[src/rtl/dot_pkg.sv]
// Shared state encoding and arithmetic helpers for the dot_product_vec engine.
package dot_pkg;

   typedef enum logic [1:0] {eIDLE, eLOAD, eDRAIN, eDONE} state_e;

   localparam int unsigned RS_W  = 128;
   localparam int unsigned RS_DW = 64;

   typedef struct packed {
      logic             sat;
      logic [RS_DW-1:0] data;
   } rs_t;

   function automatic int unsigned acc_w(input int unsigned width,
                                         input int unsigned lanes,
                                         input int unsigned max_len);
      return 2 * width + $clog2(lanes * max_len);
   endfunction

   // Round half up, then clip to a signed width-bit result.
   function automatic rs_t round_sat(input logic signed [RS_W-1:0] acc,
                                     input int unsigned            frac,
                                     input int unsigned            width);
      logic signed [RS_W-1:0] one_v;
      logic signed [RS_W-1:0] half_v;
      logic signed [RS_W-1:0] r_v;
      logic signed [RS_W-1:0] max_v;
      logic signed [RS_W-1:0] min_v;
      rs_t                    res;
      one_v  = RS_W'(1);
      half_v = '0;
      if (frac != 0) half_v = one_v <<< (frac - 1);
      r_v    = (acc + half_v) >>> frac;
      max_v  = (one_v <<< (width - 1)) - one_v;
      min_v  = -(one_v <<< (width - 1));
      res.sat  = 1'b0;
      res.data = RS_DW'(r_v);
      if (r_v > max_v) begin
         res.sat  = 1'b1;
         res.data = RS_DW'(max_v);
      end else if (r_v < min_v) begin
         res.sat  = 1'b1;
         res.data = RS_DW'(min_v);
      end
      return res;
   endfunction

endpackage

[src/rtl/dot_lane_tree.sv]
// Combinational LANES-wide signed multiply followed by a binary adder tree.
module dot_lane_tree #(
   parameter int unsigned WIDTH = 16,
   parameter int unsigned LANES = 1
) (
   input  logic        [LANES*WIDTH-1:0]              a_i,
   input  logic        [LANES*WIDTH-1:0]              b_i,
   output logic signed [2*WIDTH+$clog2(LANES)-1:0]    sum_c
);

   localparam int unsigned PW = 2 * WIDTH;
   localparam int unsigned LV = $clog2(LANES);
   localparam int unsigned SW = PW + LV;

   logic signed [SW-1:0] node [LV+1][LANES];

   // Level 0 holds the full-precision products; each level halves the node count.
   always_comb begin
      for (int unsigned l = 0; l <= LV; l++) begin
         for (int unsigned i = 0; i < LANES; i++) begin
            node[l][i] = '0;
         end
      end
      for (int unsigned i = 0; i < LANES; i++) begin
         node[0][i] = SW'(PW'($signed(a_i[i*WIDTH +: WIDTH])) *
                          PW'($signed(b_i[i*WIDTH +: WIDTH])));
      end
      for (int unsigned l = 0; l < LV; l++) begin
         for (int unsigned i = 0; i < (LANES >> (l + 1)); i++) begin
            node[l+1][i] = node[l][2*i] + node[l][2*i+1];
         end
      end
      sum_c = node[LV][0];
   end

endmodule

[src/rtl/dot_product_vec.sv]
// Streaming fixed-point dot product: programmed length, LANES pairs per beat,
// registered product stage, round-half-up and saturating result held until yumi_i.
module dot_product_vec
   import dot_pkg::*;
#(
   parameter int unsigned WIDTH   = 16,
   parameter int unsigned FRAC    = 8,
   parameter int unsigned LANES   = 1,
   parameter int unsigned MAX_LEN = 16
) (
   input  logic                          clk_i,
   input  logic                          reset_ni,
   input  logic                          start_i,
   input  logic [$clog2(MAX_LEN+1)-1:0]  len_i,
   input  logic [LANES*WIDTH-1:0]        a_i,
   input  logic [LANES*WIDTH-1:0]        b_i,
   input  logic                          v_i,
   output logic                          ready_o,
   output logic [WIDTH-1:0]              data_o,
   output logic                          sat_o,
   output logic                          v_o,
   input  logic                          yumi_i
);

   localparam int unsigned LEN_W = $clog2(MAX_LEN + 1);
   localparam int unsigned SUM_W = 2 * WIDTH + $clog2(LANES);
   localparam int unsigned ACC_W = acc_w(WIDTH, LANES, MAX_LEN);

   state_e                  state_q, state_d;
   logic [LEN_W-1:0]        cnt_q, cnt_d;
   logic signed [SUM_W-1:0] p_q, p_d, sum_c;
   logic                    p_v_q, p_v_d;
   logic signed [ACC_W-1:0] acc_q, acc_d;
   logic                    ready_q, ready_d;
   logic                    v_q, v_d;
   logic                    sat_q, sat_d;
   logic [WIDTH-1:0]        data_q, data_d;
   rs_t                     rs_c;

   dot_lane_tree #(
      .WIDTH (WIDTH),
      .LANES (LANES)
   ) u_tree (
      .a_i   (a_i),
      .b_i   (b_i),
      .sum_c (sum_c)
   );

   // Next state, beat pipeline and the result registers that track acc_d.
   always_comb begin
      state_d = state_q;
      cnt_d   = cnt_q;
      p_d     = p_q;
      p_v_d   = 1'b0;
      acc_d   = acc_q;
      if (p_v_q) acc_d = acc_q + ACC_W'(p_q);
      case (state_q)
         eIDLE: begin
            if (start_i) begin
               acc_d = '0;
               if (len_i == '0) begin
                  state_d = eDONE;
               end else begin
                  state_d = eLOAD;
                  cnt_d   = (32'(len_i) > MAX_LEN) ? LEN_W'(MAX_LEN) : len_i;
               end
            end
         end
         eLOAD: begin
            if (v_i) begin
               p_d   = sum_c;
               p_v_d = 1'b1;
               if (cnt_q == LEN_W'(1)) state_d = eDRAIN;
               else                    cnt_d   = cnt_q - LEN_W'(1);
            end
         end
         eDRAIN:  state_d = eDONE;
         eDONE:   if (yumi_i) state_d = eIDLE;
         default: state_d = eIDLE;
      endcase
      ready_d = (state_d == eLOAD);
      v_d     = (state_d == eDONE);
      rs_c    = round_sat(RS_W'(acc_d), FRAC, WIDTH);
      data_d  = WIDTH'(rs_c.data);
      sat_d   = rs_c.sat;
   end

   always_ff @(posedge clk_i or negedge reset_ni) begin
      if (!reset_ni) begin
         state_q <= eIDLE;
         cnt_q   <= '0;
         p_q     <= '0;
         p_v_q   <= 1'b0;
         acc_q   <= '0;
         ready_q <= 1'b0;
         v_q     <= 1'b0;
         sat_q   <= 1'b0;
         data_q  <= '0;
      end else begin
         state_q <= state_d;
         cnt_q   <= cnt_d;
         p_q     <= p_d;
         p_v_q   <= p_v_d;
         acc_q   <= acc_d;
         ready_q <= ready_d;
         v_q     <= v_d;
         sat_q   <= sat_d;
         data_q  <= data_d;
      end
   end

   assign ready_o = ready_q;
   assign v_o     = v_q;
   assign sat_o   = sat_q;
   assign data_o  = data_q;

endmodule

[config.mk]
export PLATFORM = sky130hd
export DESIGN_NAME = dot_product_vec
export DESIGN_NICKNAME = d
export VERILOG_FILES = /design/src/rtl/dot_pkg.sv /design/src/rtl/dot_lane_tree.sv /design/src/rtl/dot_product_vec.sv
export SDC_FILE = /design/constraint.sdc
export NUM_CORES = 1
export LEC_CHECK = 0
export ABC_AREA = 1
export BUFFER_PORTS_ARGS = -buffer_cell sky130_fd_sc_hd__buf_2
export CAP_MARGIN = 20
export CORE_UTILIZATION = 50
export DETAILED_ROUTE_END_ITERATION = 10
export GPL_ROUTABILITY_DRIVEN = 0
export PLACE_DENSITY = 0.66
export SLEW_MARGIN = 20
export SYNTH_ARGS = -nofsm -noshare
export SYNTH_HDL_FRONTEND = slang
export SYNTH_HIERARCHICAL = 1
export SYNTH_SLANG_ARGS = --single-unit
[constraint.sdc]
create_clock -name clk_i -period 5.3 [get_ports clk_i]
set_input_delay 1.06 -clock clk_i [delete_from_list [all_inputs] [get_ports clk_i]]
set_output_delay 1.06 -clock clk_i [all_outputs]
set_load 0.01 [all_outputs]
* Word level (Yosys, flattened, before mapping)
Index checks and enable logic that the tools add are counted.
Storage, ports and cells: latch bits 0, word-level logic and storage cells 50, memories kept 0, bits in read-only memories 0, output and inout bits 19, memory bits (writable) 0, bits of input ports 42, register bits after elaboration 95
Cells by class: $add $sub $neg 3, equal/unequal tests 10, $lt $le $gt $ge 3, bitwise logic cells 0, shifts and indexed selects 0, muxes and demuxes 19, reductions and logical operators 5, div/mod/pow operators 0, $mul 1
Operator list (count):
- $mux W65 | 2
- $mux W36 | 3
- $add A36 B9 Y37 const B | 1
- $add A36 B32 Y36 | 1
- $mul A16 B16 Y32 | 1
- $gt A29 B16 Y1 const B | 1
- $lt A29 B16 Y1 const B | 1
- $mux W5 | 5
- $mux W2 | 5
- $pmux W5 S2 | 1
- $ne A2 B2 Y1 const B | 4
- $pmux W2 S4 | 1
- $eq A2 B2 Y1 const B | 3
- $eq A5 B1 Y1 const B | 1
- $gt A5 B5 Y1 const B | 1
- $logic_not A5 Y1 | 1
- $reduce_and A5 Y1 | 1
- $sub A5 B1 Y5 const B | 1
- $eq A2 B1 Y1 const B | 2
- $logic_not A2 Y1 | 1
- $mux W1 | 2
- $reduce_and A2 Y1 | 1
- $reduce_bool A2 Y1 | 1

* Depth between registers and ports, before layout
depth after elaboration 8, gate-level depth with buffers 30, gate-level depth less buffers 29

* Cells and area by module
Netlist, hierarchy kept.
Modules (own cells, without submodules):
- dot_lane_tree | sequential area each 0.0 um^2, instances 1, area each 10965.5 um^2, cells each 1513
- dot_product_vec | sequential area each 2377.3 um^2, instances 1, area each 8037.7 um^2, cells each 1300

* Least setup slack after synthesis
No wires, ideal clock.
kind input port to flip-flop, start in b_i[5], end reg p_q[31], arrival time 6.599 ns, library setup time 0.126 ns, path buffers 2, cell stages on the path 25, required time 5.174 ns, slack -1.425 ns, path through clkbuf_1 -> clkbuf_1 -> nand2_1 -> fa_1 -> inv_1 -> fa_1 -> inv_1 -> fa_1 -> inv_1 -> fa_1 -> fa_1 -> inv_1 -> fa_1 -> inv_1 -> ha_1 -> nand2_1 -> nor3_1 -> and2_1 -> nand2_1 -> inv_1 -> nor2_1 -> nand2_1 -> nand2_1 -> nand2_1 -> o21ai_0
On the way: cells in the longest elaborated chain, start to end 1
RTL lines:
- start, declared | line dot_product_vec.sv:16 | input logic [LANES*WIDTH-1:0] b_i,
- $mul A16 B16 Y32 | line dot_lane_tree.sv:25 | node[0][i] = SW'(PW'($signed(a_i[i*WIDTH +: WIDTH])) *
- via sum_c[31] | line dot_product_vec.sv:31 | logic signed [SUM_W-1:0] p_q, p_d, sum_c;
- end signal, assigned | line dot_product_vec.sv:102 | p_q <= p_d;
- end, declared | line dot_product_vec.sv:31
The timed path passes the listed nets, and every way through them passes these cells. A chain may end at the register's enable or synchronous reset.

* Worst setup path in the final report
start in b_i[15], end reg p_q[30]
Same word-level chain as after synthesis.

==> flow_summary_export.csv <==
group,metric,value,unit
clock_network,clock_sinks,95,
routing,ant_nets,0,
die,area_of_the_die,38800,µm²
place,detailed_place.area,21400,µm²
timing,min_period_over_period,1.09,
clock_network,cts_htree_levels,3,
critical_path,kind_of_start_point_of_the_critical_path,"primary input",
logic_synthesis,ys_top_cells_by_area,"sky130_fd_sc_hd__fa_1, sky130_fd_sc_hd__nand2_1, sky130_fd_sc_hd__inv_1",
flow_run,maxCapViolations,0,
logic_synthesis,yosysWarningCount,6,
critical_path,critical_path_peak_fanout,5,
die,core_area,37500,µm²
logic_synthesis,synth-seq-area-share,0.125,
timing,final-max-slew-violation-count,0,
cells_and_area,final_cell_area,23300,µm²
timing,final.min_clock_period,5.77,ns
cells_and_area,drive_gt1_frac,0.238,
routing,drt_iter0_drc,1239,
worst_hold_path,hold_path_class,"flip-flop to flip-flop",
cells_and_area,n_fill_cell,3412,
timing,clock_skew,0.0103,ns
place,port-buffer-count,60,
grt,groute.usage.overall,0.285,
grt,grt_first_pass_wirelength,87700,µm
die,floorplan.io_pins,61,
routing,routed_wire_length_per_instance,15.0,µm
logic_synthesis,synth_enable_flop_cells,0,
cells_and_area,area_growth,22.6,%
grt,antenna_found_initial,0,
timing,holdWs,0.485,ns
routing,via_per_inst,5.00,
routing,postRouteWirelength,52700,µm
cells_and_area,layout.nets,3424,
logic_synthesis,netlist_area,19000,µm²
routing,via_count,17600,
logic_synthesis,postSynthRegisterBits,95,
logic_synthesis,synthesis.area_per_instance,6.76,µm²
routing,detail_route.drc_violations,0,
routing,drt_first_pass_iters,5,
critical_path,worst-setup-path-type,"primary input to flip-flop",
clock_network,cts_buffer_depth,2,
grt,pin_count_of_the_biggest_net_entering_global_routing,60,
grt,grt.overflow.total,0,
logic_synthesis,synth_top_cell_area_share,0.277,
die,placement_rows,71,
die,initial_utilization,0.507,
clock_network,clkSlewWorstSetupHoldPaths,0.07,ns
logic_synthesis,ys_async_sr_fraction,1.00,
outcome,failed_checks,"negative setup slack",
place,place.detailed.hpwl,43000,µm
critical_path,worst-endpoint-required,5.56,ns
timing,finalSetupViolCount,21,
critical_path,cp.arrival,6.03,ns
timing,final-hold-violation-count,0,
logic_synthesis,synth_top_cells_by_count,"sky130_fd_sc_hd__nand2_1, sky130_fd_sc_hd__inv_1, sky130_fd_sc_hd__fa_1, sky130_fd_sc_hd__nor2_1, sky130_fd_sc_hd__nand3_1",
critical_path,worstSetupEndpointType,"flip-flop",
clock_network,cts_tree,"yes",
timing,worst_slack,-0.473,ns
clock_network,clock_latency,0.36,ns
timing,grt_setup_unrepaired,"yes",
cells_and_area,antenna-diode-count,0,
logic_synthesis,yosys.cell_count.top_type,"sky130_fd_sc_hd__nand2_1",
die,die_x,197,µm
clock_network,tritoncts.num_buffers,9,
outcome,result_of_the_run,"finished with violations",
logic_synthesis,synth_top_flop_cell,"sky130_fd_sc_hd__dfrtp_1",
logic_synthesis,synth.largest_area_cell,"sky130_fd_sc_hd__fa_1",
cells_and_area,post_layout_nonfiller_instances,3515,
logic_synthesis,syn-num-nets,3238,
timing,maxSlewHeadroom,0.488,
die,fp.dieH,197,µm
grt,first_global_vias,17900,
logic_synthesis,ys_types,44,
timing,tightestPinTransition,0.768,ns
clock_network,cts-root-buf,"sky130_fd_sc_hd__clkbuf_16",
timing,fmax,0.173,GHz
place,place.detailed.instances,3459,
clock_network,hold_buffers,0,
logic_synthesis,post_synth_inst_count,2813,
cells in the final DEF, fill, tap and decap left out, types with 30 or more instances in the layout:
| master | instances |
|---|---|
| sky130_fd_sc_hd__nand2_1 | 786 |
| sky130_fd_sc_hd__inv_1 | 638 |
| sky130_fd_sc_hd__fa_1 | 233 |
| sky130_fd_sc_hd__nor2_1 | 167 |
| sky130_fd_sc_hd__buf_4 | 160 |
| sky130_fd_sc_hd__nand3_1 | 115 |
| sky130_fd_sc_hd__inv_2 | 112 |
| sky130_fd_sc_hd__dfrtp_1 | 94 |
| sky130_fd_sc_hd__ha_1 | 93 |
| sky130_fd_sc_hd__nand2_2 | 85 |
| sky130_fd_sc_hd__nand2_4 | 44 |
| sky130_fd_sc_hd__buf_6 | 39 |
| sky130_fd_sc_hd__nand4_1 | 38 |
| sky130_fd_sc_hd__a21oi_1 | 35 |
| sky130_fd_sc_hd__nor2_4 | 35 |
| sky130_fd_sc_hd__buf_2 | 35 |
| sky130_fd_sc_hd__fa_2 | 30 |
layout make-up:
class	count	area, µm²	area share
Tap cell	511	639	0.0275
Inverter	762	2890	0.124
Multi-Input combinational cell	1878	14800	0.637
Timing Repair Buffer	253	2220	0.0951
Clock inverter	6	83.8	0.00360
Sequential cell	95	2380	0.102
Clock buffer	10	239	0.0103
path summary, 6_finish.rpt:
check,start,slack [ns],depth (start not counted),end
setup / recovery,b_i[15],-0.47,23,p_q[30]
hold / removal,p_q[11],0.49,2,p_q[11]
setup reg to reg,acc_q[0],0.85,26,data_o[0]
hold reg to reg,p_q[11],0.49,2,p_q[11]
max in group asynchronous,reset_ni,3.50,2,p_v_q
min in group asynchronous,reset_ni,0.74,1,acc_q[4]
state kept, by name, indices dropped and copies added (netlist names):
register,cells
sat_o,1
data_o,16
cnt_q,5
v_o,1
p_v_q,1
state_q,2
ready_o,1
acc_q,36
p_q,32
worst max-delay path: stages:
cell and delay, ns:
sky130_fd_sc_hd__buf_6 0.07, sky130_fd_sc_hd__clkinvlp_4 0.19, sky130_fd_sc_hd__buf_6 0.21, sky130_fd_sc_hd__nor2_4 0.09
sky130_fd_sc_hd__fa_1 0.45, sky130_fd_sc_hd__fa_1 0.50, sky130_fd_sc_hd__fa_1 0.58, sky130_fd_sc_hd__fa_1 0.44
sky130_fd_sc_hd__fa_1 0.51, sky130_fd_sc_hd__inv_2 0.04, sky130_fd_sc_hd__fa_1 0.54, sky130_fd_sc_hd__inv_2 0.04
sky130_fd_sc_hd__ha_4 0.24, sky130_fd_sc_hd__a21oi_2 0.23, sky130_fd_sc_hd__o21ai_2 0.12, sky130_fd_sc_hd__inv_1 0.07
sky130_fd_sc_hd__nand2_1 0.10, sky130_fd_sc_hd__a21oi_2 0.21, sky130_fd_sc_hd__nand2_1 0.07, sky130_fd_sc_hd__nand2_1 0.08
sky130_fd_sc_hd__nand2_1 0.06, sky130_fd_sc_hd__nand2_1 0.07, sky130_fd_sc_hd__nand2_1 0.05
metal layers:
metal  global-route usage  wire length [µm]  vias up
li1                     -                 -     8514
met2                0.480             25000      504
met5                    0                 0        -
met3               0.0488              3550       59
met4               0.0546               925        0
met1                0.388             23300     8511
per-stage QoR:
stage,TNS [ns],worst slack [ns],utilization
finish,-6.72,-0.473,0.621
global route,-10.76,-0.676,0.621
CTS,-5.86,-0.378,0.611
detailed placement,-20.48,-1.06,0.572
global placement,-19.32,-0.969,0.572
floorplan,-8.52,-0.603,-
kinds of logic after synthesis:
kind of cell             Yosys count  share of synthesized area
buffers and inverters            840                      0.167
flip-flops                        95                      0.125
AO/OA/AOI/OAI                    100                     0.0292
adder cells (fa/ha/maj)          383                      0.356
AND/OR/NAND/NOR                 1360                      0.306
XOR/XNOR                          35                     0.0161
timing repair:
item / CTS / global route
gates resized for setup: 265 / 106
gates cloned: 4 / 1
hold endpoints to repair: 0 / 0
endpoints found under the setup margin: 23 / 24
pin swaps: 183 / 125
setup buffers: 32 / 6
Power is not shown: default switching activity piles up to over one toggle a cycle in this logic, so the estimate is an artifact.
